`config.mk`:
```
export PLATFORM = sky130hd
export DESIGN_NAME = mem_arb_flat
export DESIGN_NICKNAME = d
export VERILOG_FILES = /design/src/rtl/mem_arb_if.sv /design/src/rtl/mem_arb.sv /design/src/flat_wrapper.sv
export SDC_FILE = /design/constraint.sdc
export NUM_CORES = 1
export LEC_CHECK = 0
export ABC_CLOCK_PERIOD_IN_PS = 1700
export CAP_MARGIN = 10
export CORE_AREA = 3 3 119 121
export CTS_CLUSTER_SIZE = 28
export DETAILED_ROUTE_END_ITERATION = 7
export DIE_AREA = 0 0 122 124
export GPL_TIMING_DRIVEN = 0
export PLACE_DENSITY = 0.66
export REMOVE_ABC_BUFFERS = 1
export SKIP_CTS_REPAIR_TIMING = 1
export SLEW_MARGIN = 10
export SYNTH_ARGS = -nofsm -noshare
export SYNTH_HDL_FRONTEND = slang
export SYNTH_SLANG_ARGS = --single-unit
export TNS_END_PERCENT = 50
```
`constraint.sdc`:
```
create_clock -name clk -period 1.7 [get_ports clk]
set_input_delay 0.17 -clock clk [delete_from_list [all_inputs] [get_ports clk]]
set_output_delay 0.17 -clock clk [all_outputs]
set_load 0.01 [all_outputs]
```
`src/rtl/mem_arb_if.sv`:
```
// Request/response bundle between two requesters and the memory arbiter.
// The master drives requests; the slave (arbiter) returns ready and the response strobe.
interface mem_arb_if;
    logic [1:0]  req_valid;
    logic [1:0]  req_ready;
    logic [1:0]  req_we;
    logic [7:0]  req_be;
    logic [63:0] req_addr;
    logic [63:0] req_wdata;
    logic [1:0]  rsp_valid;
    logic [31:0] rsp_data;
    logic [1:0]  rsp_err;

    // Handshake: a transfer on requester i happens on a rising edge where req_valid[i] and
    // req_ready[i] are both 1; a requester holds valid and its fields stable until then.
    // req_ready depends only on req_valid and the last grant, never on itself.
    // rsp_valid[i] strobes for exactly one cycle, the cycle after requester i's transfer.
    modport master (
        output req_valid, req_we, req_be, req_addr, req_wdata,
        input  req_ready, rsp_valid, rsp_data, rsp_err
    );

    modport slave (
        input  req_valid, req_we, req_be, req_addr, req_wdata,
        output req_ready, rsp_valid, rsp_data, rsp_err
    );
endinterface

```
`src/rtl/mem_arb.sv`:
```
// Two-requester round-robin arbiter in front of a byte memory with combinational read.
// Define MEM_ARB_BOUNDS_EN to reject accesses with addr > MEM_BYTES-4 (rsp_err set, no write).
module mem_arb #(
    parameter int MEM_BYTES = 128
) (
    input  logic        clk,
    input  logic        rst_n,
    mem_arb_if.slave    bus,
    output logic [31:0] mem_adrs_rd,
    output logic [31:0] mem_adrs_wr,
    output logic [31:0] mem_wr_data,
    input  logic [31:0] mem_rd_data,
    output logic        mem_wr_en,
    output logic [3:0]  mem_byt_en
);

    if (MEM_BYTES < 4) begin : g_size_check
        $error("mem_arb: MEM_BYTES must hold at least one 32-bit word");
    end

    logic        r_last;
    logic [1:0]  r_rsp_valid;
    logic [1:0]  r_rsp_err;
    logic [31:0] r_rsp_data;

    logic [1:0]  w_ready;
    logic        w_xfer;
    logic        w_sel;
    logic        w_we;
    logic        w_oob;
    logic [3:0]  w_be;
    logic [31:0] w_addr;
    logic [31:0] w_wdata;

    // r_last names the requester granted most recently; the other one wins a tie.
    always_comb begin
        w_ready = 2'b00;
        if (rst_n) begin
            if (bus.req_valid == 2'b11) begin
                w_ready = r_last ? 2'b01 : 2'b10;
            end else begin
                w_ready = bus.req_valid;
            end
        end
    end

    assign w_xfer  = |w_ready;
    assign w_sel   = w_ready[1];
    assign w_we    = w_sel ? bus.req_we[1]          : bus.req_we[0];
    assign w_be    = w_sel ? bus.req_be[7:4]        : bus.req_be[3:0];
    assign w_addr  = w_sel ? bus.req_addr[63:32]    : bus.req_addr[31:0];
    assign w_wdata = w_sel ? bus.req_wdata[63:32]   : bus.req_wdata[31:0];

`ifdef MEM_ARB_BOUNDS_EN
    localparam logic [31:0] LP_LAST_WORD = 32'(MEM_BYTES - 4);
    assign w_oob = w_xfer && (w_addr > LP_LAST_WORD);
`else
    assign w_oob = 1'b0;
`endif

    assign mem_adrs_rd = w_xfer ? w_addr  : 32'h0;
    assign mem_adrs_wr = w_xfer ? w_addr  : 32'h0;
    assign mem_wr_data = w_xfer ? w_wdata : 32'h0;
    assign mem_wr_en   = w_xfer && w_we && !w_oob;
    assign mem_byt_en  = mem_wr_en ? w_be : 4'b0000;

    // Read data is captured at the transfer edge; the memory read port is combinational.
    always_ff @(posedge clk or negedge rst_n) begin
        if (!rst_n) begin
            r_last      <= 1'b1;
            r_rsp_valid <= 2'b00;
            r_rsp_err   <= 2'b00;
            r_rsp_data  <= 32'h0;
        end else begin
            r_rsp_valid <= w_ready;
            r_rsp_err   <= w_oob ? w_ready : 2'b00;
            r_rsp_data  <= (w_xfer && !w_we && !w_oob) ? mem_rd_data : 32'h0;
            if (w_xfer) begin
                r_last <= w_sel;
            end
        end
    end

    assign bus.req_ready = w_ready;
    assign bus.rsp_valid = r_rsp_valid;
    assign bus.rsp_err   = r_rsp_err;
    assign bus.rsp_data  = r_rsp_data;

endmodule

```
`src/flat_wrapper.sv`:
```
// flat-port wrapper written by rule: the top's interface ports become plain ports
module mem_arb_flat 
#(
    parameter int MEM_BYTES = 128
)
  (clk, rst_n, mem_adrs_rd, mem_adrs_wr, mem_wr_data, mem_rd_data, mem_wr_en, mem_byt_en, bus_req_valid, bus_req_we, bus_req_be, bus_req_addr, bus_req_wdata, bus_req_ready, bus_rsp_valid, bus_rsp_data, bus_rsp_err);
  mem_arb_if bus_i ();
  input  logic clk;
  input  logic rst_n;
  output logic [31:0] mem_adrs_rd;
  output logic [31:0] mem_adrs_wr;
  output logic [31:0] mem_wr_data;
  input  logic [31:0] mem_rd_data;
  output logic mem_wr_en;
  output logic [3:0] mem_byt_en;
  input wire logic [$bits(bus_i.req_valid)-1:0] bus_req_valid;
  input wire logic [$bits(bus_i.req_we)-1:0] bus_req_we;
  input wire logic [$bits(bus_i.req_be)-1:0] bus_req_be;
  input wire logic [$bits(bus_i.req_addr)-1:0] bus_req_addr;
  input wire logic [$bits(bus_i.req_wdata)-1:0] bus_req_wdata;
  output wire logic [$bits(bus_i.req_ready)-1:0] bus_req_ready;
  output wire logic [$bits(bus_i.rsp_valid)-1:0] bus_rsp_valid;
  output wire logic [$bits(bus_i.rsp_data)-1:0] bus_rsp_data;
  output wire logic [$bits(bus_i.rsp_err)-1:0] bus_rsp_err;
  assign bus_i.req_valid = bus_req_valid;
  assign bus_i.req_we = bus_req_we;
  assign bus_i.req_be = bus_req_be;
  assign bus_i.req_addr = bus_req_addr;
  assign bus_i.req_wdata = bus_req_wdata;
  assign bus_req_ready = bus_i.req_ready;
  assign bus_rsp_valid = bus_i.rsp_valid;
  assign bus_rsp_data = bus_i.rsp_data;
  assign bus_rsp_err = bus_i.rsp_err;
  mem_arb #(.MEM_BYTES(MEM_BYTES)) u_core (.clk(clk), .rst_n(rst_n), .bus(bus_i), .mem_adrs_rd(mem_adrs_rd), .mem_adrs_wr(mem_adrs_wr), .mem_wr_data(mem_wr_data), .mem_rd_data(mem_rd_data), .mem_wr_en(mem_wr_en), .mem_byt_en(mem_byt_en));
endmodule
```
# Word level (Yosys, flattened, before mapping)
# Cells that the tools add are included.
[classes]
eq_ne = 1
n_mux = 11
n_reduce_logical = 4
[ops]
columns = ["cell", "count"]
rows = [
  ["two-way mux 32 bit", 5],
  ["two-way mux 4 bit", 2],
  ["two-way mux 2 bit", 3],
  ["equality test 2 bit (second input constant)", 1],
  ["logical AND 1 bit", 2],
  ["OR reduction 2 bit", 1],
  ["zero test 1 bit", 1],
  ["two-way mux 1 bit", 1],
]
[word_totals]
ff_bits = 35
out_inout_bits = 139
word_cells = 19
inputBits = 174

# Depth between registers and ports, before layout
[logic_depth]
word_depth = 7
ltp_mapped = 6
mapped_depth_nobuf = 3

# Worst setup path after synthesis
# No wires, ideal clock.
[synth_timing]
kind = "flip-flop to output port"
start = "register u_core.r_last"
end = "output port mem_adrs_wr[26]"
arrival_ps = 1535
n_path_buf = 3
path_stages_with_launch = 7
path_slack_ps = -5
path_cell_list = "dfstp_2 -> a21bo_2 -> buf_4 -> buf_2 -> o21ai_0 -> a21oi_1 -> buf_4"
[synth_via]
elab_chain_cells = 5
[synth_rtl]
columns = ["item", "line_no", "text"]
rows = [
  ["start: declaration", "mem_arb.sv:21", "logic r_last;"],
  ["start signal: assignment", "mem_arb.sv:79", "r_last <= w_sel;"],
  ["two-way mux 2 bit (*)", "mem_arb.sv:40", "w_ready = r_last ? 2'b01 : 2'b10;"],
  ["two-way mux 2 bit (*)", "mem_arb.sv:39", "if (bus.req_valid == 2'b11) begin"],
  ["two-way mux 2 bit (*)", "mem_arb.sv:38", "if (rst_n) begin"],
  ["two-way mux 32 bit / OR reduction 2 bit (equally long branches)", "mem_arb.sv:51, mem_arb.sv:47", ""],
  ["two-way mux 32 bit (*)", "-", ""],
  ["end: declaration", "flat_wrapper.sv:11", "output logic [31:0] mem_adrs_wr;"],
]
# Every way passes the cells marked *; elsewhere a longest branch is shown, timed or not.

# Final worst setup path
[layout_timing]
start = "register u_core.r_last"
end = "output port mem_byt_en[1]"
[layout_via]
elab_chain_cells = 6
[layout_rtl]
columns = ["item", "line_no", "text"]
rows = [
  ["two-way mux 2 bit (*)", "mem_arb.sv:40", ""],
  ["two-way mux 2 bit (*)", "mem_arb.sv:39", ""],
  ["two-way mux 2 bit (*)", "mem_arb.sv:38", ""],
  ["OR reduction 2 bit / two-way mux 1 bit (equally long branches)", "mem_arb.sv:47, mem_arb.sv:49", ""],
  ["logical AND 1 bit", "mem_arb.sv:64", "assign mem_wr_en = w_xfer && w_we && !w_oob;"],
  ["two-way mux 4 bit (*)", "mem_arb.sv:65", "assign mem_byt_en = mem_wr_en ? w_be : 4'b0000;"],
  ["end: declaration", "flat_wrapper.sv:15", "output logic [3:0] mem_byt_en;"],
]
# Marked as above.

==> summary.md <==
| Metric | Value |
|---|---|
| Core Util, Final | `0.466` |
| Max-cap viol count | `0` |
| Period utilization | `1.18` |
| Most common cell after layout, fill and taps aside | `clkdlybuf4s50_1` |
| Final nets | `825` |
| First-pass GRT wire length | `18200 um` |
| Hold WS | `0.124 ns` |
| Post-route insts no fill | `827` |
| Number of synthesized flops with an enable pin | `0` |
| Detailed placement HPWL | `9660 um` |
| Main combinational cell family by area after synthesis | `compound AO/OA/AOI/OAI gates` |
| Most frequent cells in the layout | `clkdlybuf4s50_1 (204), buf_2 (76), nand3_1 (64)` |
| Mux share of post-synthesis cell area | `0` |
| Synth Area in Adders | `0` |
| DP Cell Count | `777` |
| FFs w/ async S/R, synth | `1.00` |
| Clock slew at reported path FFs | `0.05 ns` |
| Hold Path Class | `input pin to async pin` |
| Cells after Synth | `362` |
| Vias in the first global route | `3541` |
| DRC | `0` |
| ANT nets after route | `0` |
| Vias | `3928` |
| Final setup fails | `133` |
| Initial antenna violation count | `0` |
| Post-Syn Area | `0.00264 mm^2` |
| Die Y | `124 um` |
| DRT iter0 DRCs | `175` |
| Drt wl/cell | `19.0 um` |
| Final Skew | `0.00189 ns` |
| # diodes | `0` |
| Achievable Freq | `500 MHz` |
| Gr ovfl total | `0` |
| Worst path arrival time | `1.83 ns` |
| Failing checks | `negative setup slack` |
| Buffers plus inverters on the worst setup path | `3` |
| Initial DRT Pass Iterations | `4` |
| CTS Buf Count | `5` |
| Status | `complete, but fails checks` |
| I/O pin total | `313` |
| Slew Viols, Final | `0` |
| WS Path Type | `flip-flop to output port` |
| Post-synthesis compound-gate area fraction | `0.281` |
| Register area share after synthesis | `0.332` |
| Unrepaired setup endpoints after global routing | `yes` |
| Max IR drop VDD | `358 uV` |
| Setup crit end kind | `output port` |
| PwrDens | `543 mW/mm^2` |
| Core outline area | `0.0132 mm^2` |
| Max incr delay on CP | `0.69 ns` |
| Critical-path maximum fanout | `11` |
| # rows | `42` |
| Critical Path RT | `1.53 ns` |
| Critical path cell sequence | `a21boi_4, buf_12, a32oi_4, buf_6, a211oi_1, buf_2` |
| Die Wd | `122 um` |
| CTS Root Cell | `clkbuf_16` |
| Clock Sink Count | `35` |
| Top delay family on crit path | `flip-flops` |
| Final worst slack | `-0.301 ns` |
| CTS tree | `built` |
| Cell area after layout | `0.00615 mm^2` |
| Largest net degree at the start of global routing | `83` |
| Post-route minimum period | `2.00 ns` |
| Post-DR vias/cell | `4.75` |
| DP Worst Slack | `-1.51 ns` |
| GP Congestion | `0.747` |
| FF+latch count, synth | `35` |
| Layout cell share with drive strength beyond 1 | `0.333` |
| Area Growth Syn to Fin | `133%` |
| Slowest CP cell | `dfstp_4` |
| P_leak | `2.75 nW` |
| Post-Synth XOR/XNOR Area | `0` |
| Hold Fails Final Rpt | `0` |
| Placement Cell Area | `0.00567 mm^2` |
| Clock Latency Late Sink | `0.27 ns` |
| H-tree levels | `2` |
| Total GRT Usage | `0.147` |
| Yosys Warn Count | `0` |
| Tightest Pin Transition | `0.574 ns` |
| IO buf count | `310` |
| Post-Syn Area per Cell | `7.30 um^2` |
| Initial Util | `0.200` |
| DRT Wirelength | `15700 um` |
| Slew margin rel. | `0.617` |
| Library cells used by synthesis | `22` |
| DIE AREA | `0.0151 mm^2` |
| CP Launch Type | `flip-flop` |
| Clk buf depth | `2` |
| Synth Area in Simple Gates | `0.212` |
| Top_reg_cell synth | `dfrtp_1` |
-- stage by stage --
stage | TNS (ns) | total power [W]
2_1_floorplan | -277.55 | 0.00129
4_1_cts | -159.29 | 0.00313
6_report | -23.88 | 0.00334
3_3_place_gp | -1284.21 | 0.00221
5_1_grt | -35.35 | 0.00350
3_5_place_dp | -167.70 | 0.00225
-- path summary, 6_finish.rpt --
kind,cells past startpoint,start,slack [ns],end
max,6,u_core.r_last$_DFFE_PN1N_,-0.30,mem_byt_en[1]
min reg2reg,2,u_core.r_last$_DFFE_PN1N_,0.81,u_core.r_last$_DFFE_PN1N_
max in group asynchronous,2,rst_n,0.83,u_core.bus.rsp_data[6]$_DFF_PN0_
min in group clk,2,rst_n,0.42,u_core.bus.rsp_data[30]$_DFF_PN0_
max reg2reg,4,u_core.r_last$_DFFE_PN1N_,-0.03,u_core.bus.rsp_data[22]$_DFF_PN0_
min,1,rst_n,0.12,u_core.r_last$_DFFE_PN1N_
-- synthesized netlist by cell type, drive strengths merged, types with 2 or more instances --
cell	count	area share
a211oi	4	0.011
a21oi	64	0.12
and3	33	0.078
buf	54	0.14
clkbuf	23	0.033
dfrtp	34	0.32
inv	3	0.0043
nand3	68	0.13
nor2	2	0.0028
o21ai	69	0.13
-- state kept, by name, summed over array words and instances (netlist names) --
register / count
u_core.bus.rsp_data: 32
u_core.bus.rsp_valid: 2
u_core.r_last: 1
-- layout make-up --
type,instances,area [um^2]
fillers,1258,7040
repair buffers,350,3170
multi-input cells,256,1710
flip-flops and latches,35,881
well taps,176,220
clock buffers,6,139
inverters,3,27.5
clock inverters,1,5.00
-- cells by family after synthesis --
kind of cell,after synthesis
DFF,35
other,1
AOI/OAI and AO/OA,142
and+or+nand+nor,104
buffers and inverters,80
-- worst register-to-register path, cell delays in order (launching register included) --
cell and delay, ns:
dfstp_4 0.69, a21boi_4 0.10, buf_12 0.18, a32o_2 0.38
and3_1 0.27
-- metal layers --
layer | track usage | share of wire | up-vias
met3 | 0.0300 | 0.076 | 14
met4 | 0.0378 | 0.012 | 0
li1 | - | - | 1858
met2 | 0.259 | 0.52 | 220
met1 | 0.182 | 0.40 | 1836
met5 | 0 | 0 | -
-- power by group --
group | total (W) | internal [W] | switching [W]
logic | 0.00156 | 0.000857 | 0.000705
registers | 0.000897 | 0.000876 | 0.0000204
clock network | 0.000877 | 0.000570 | 0.000307
total | 0.00334 | 0.00230 | 0.00103
Note: power is estimated with default switching activity, not from simulation.
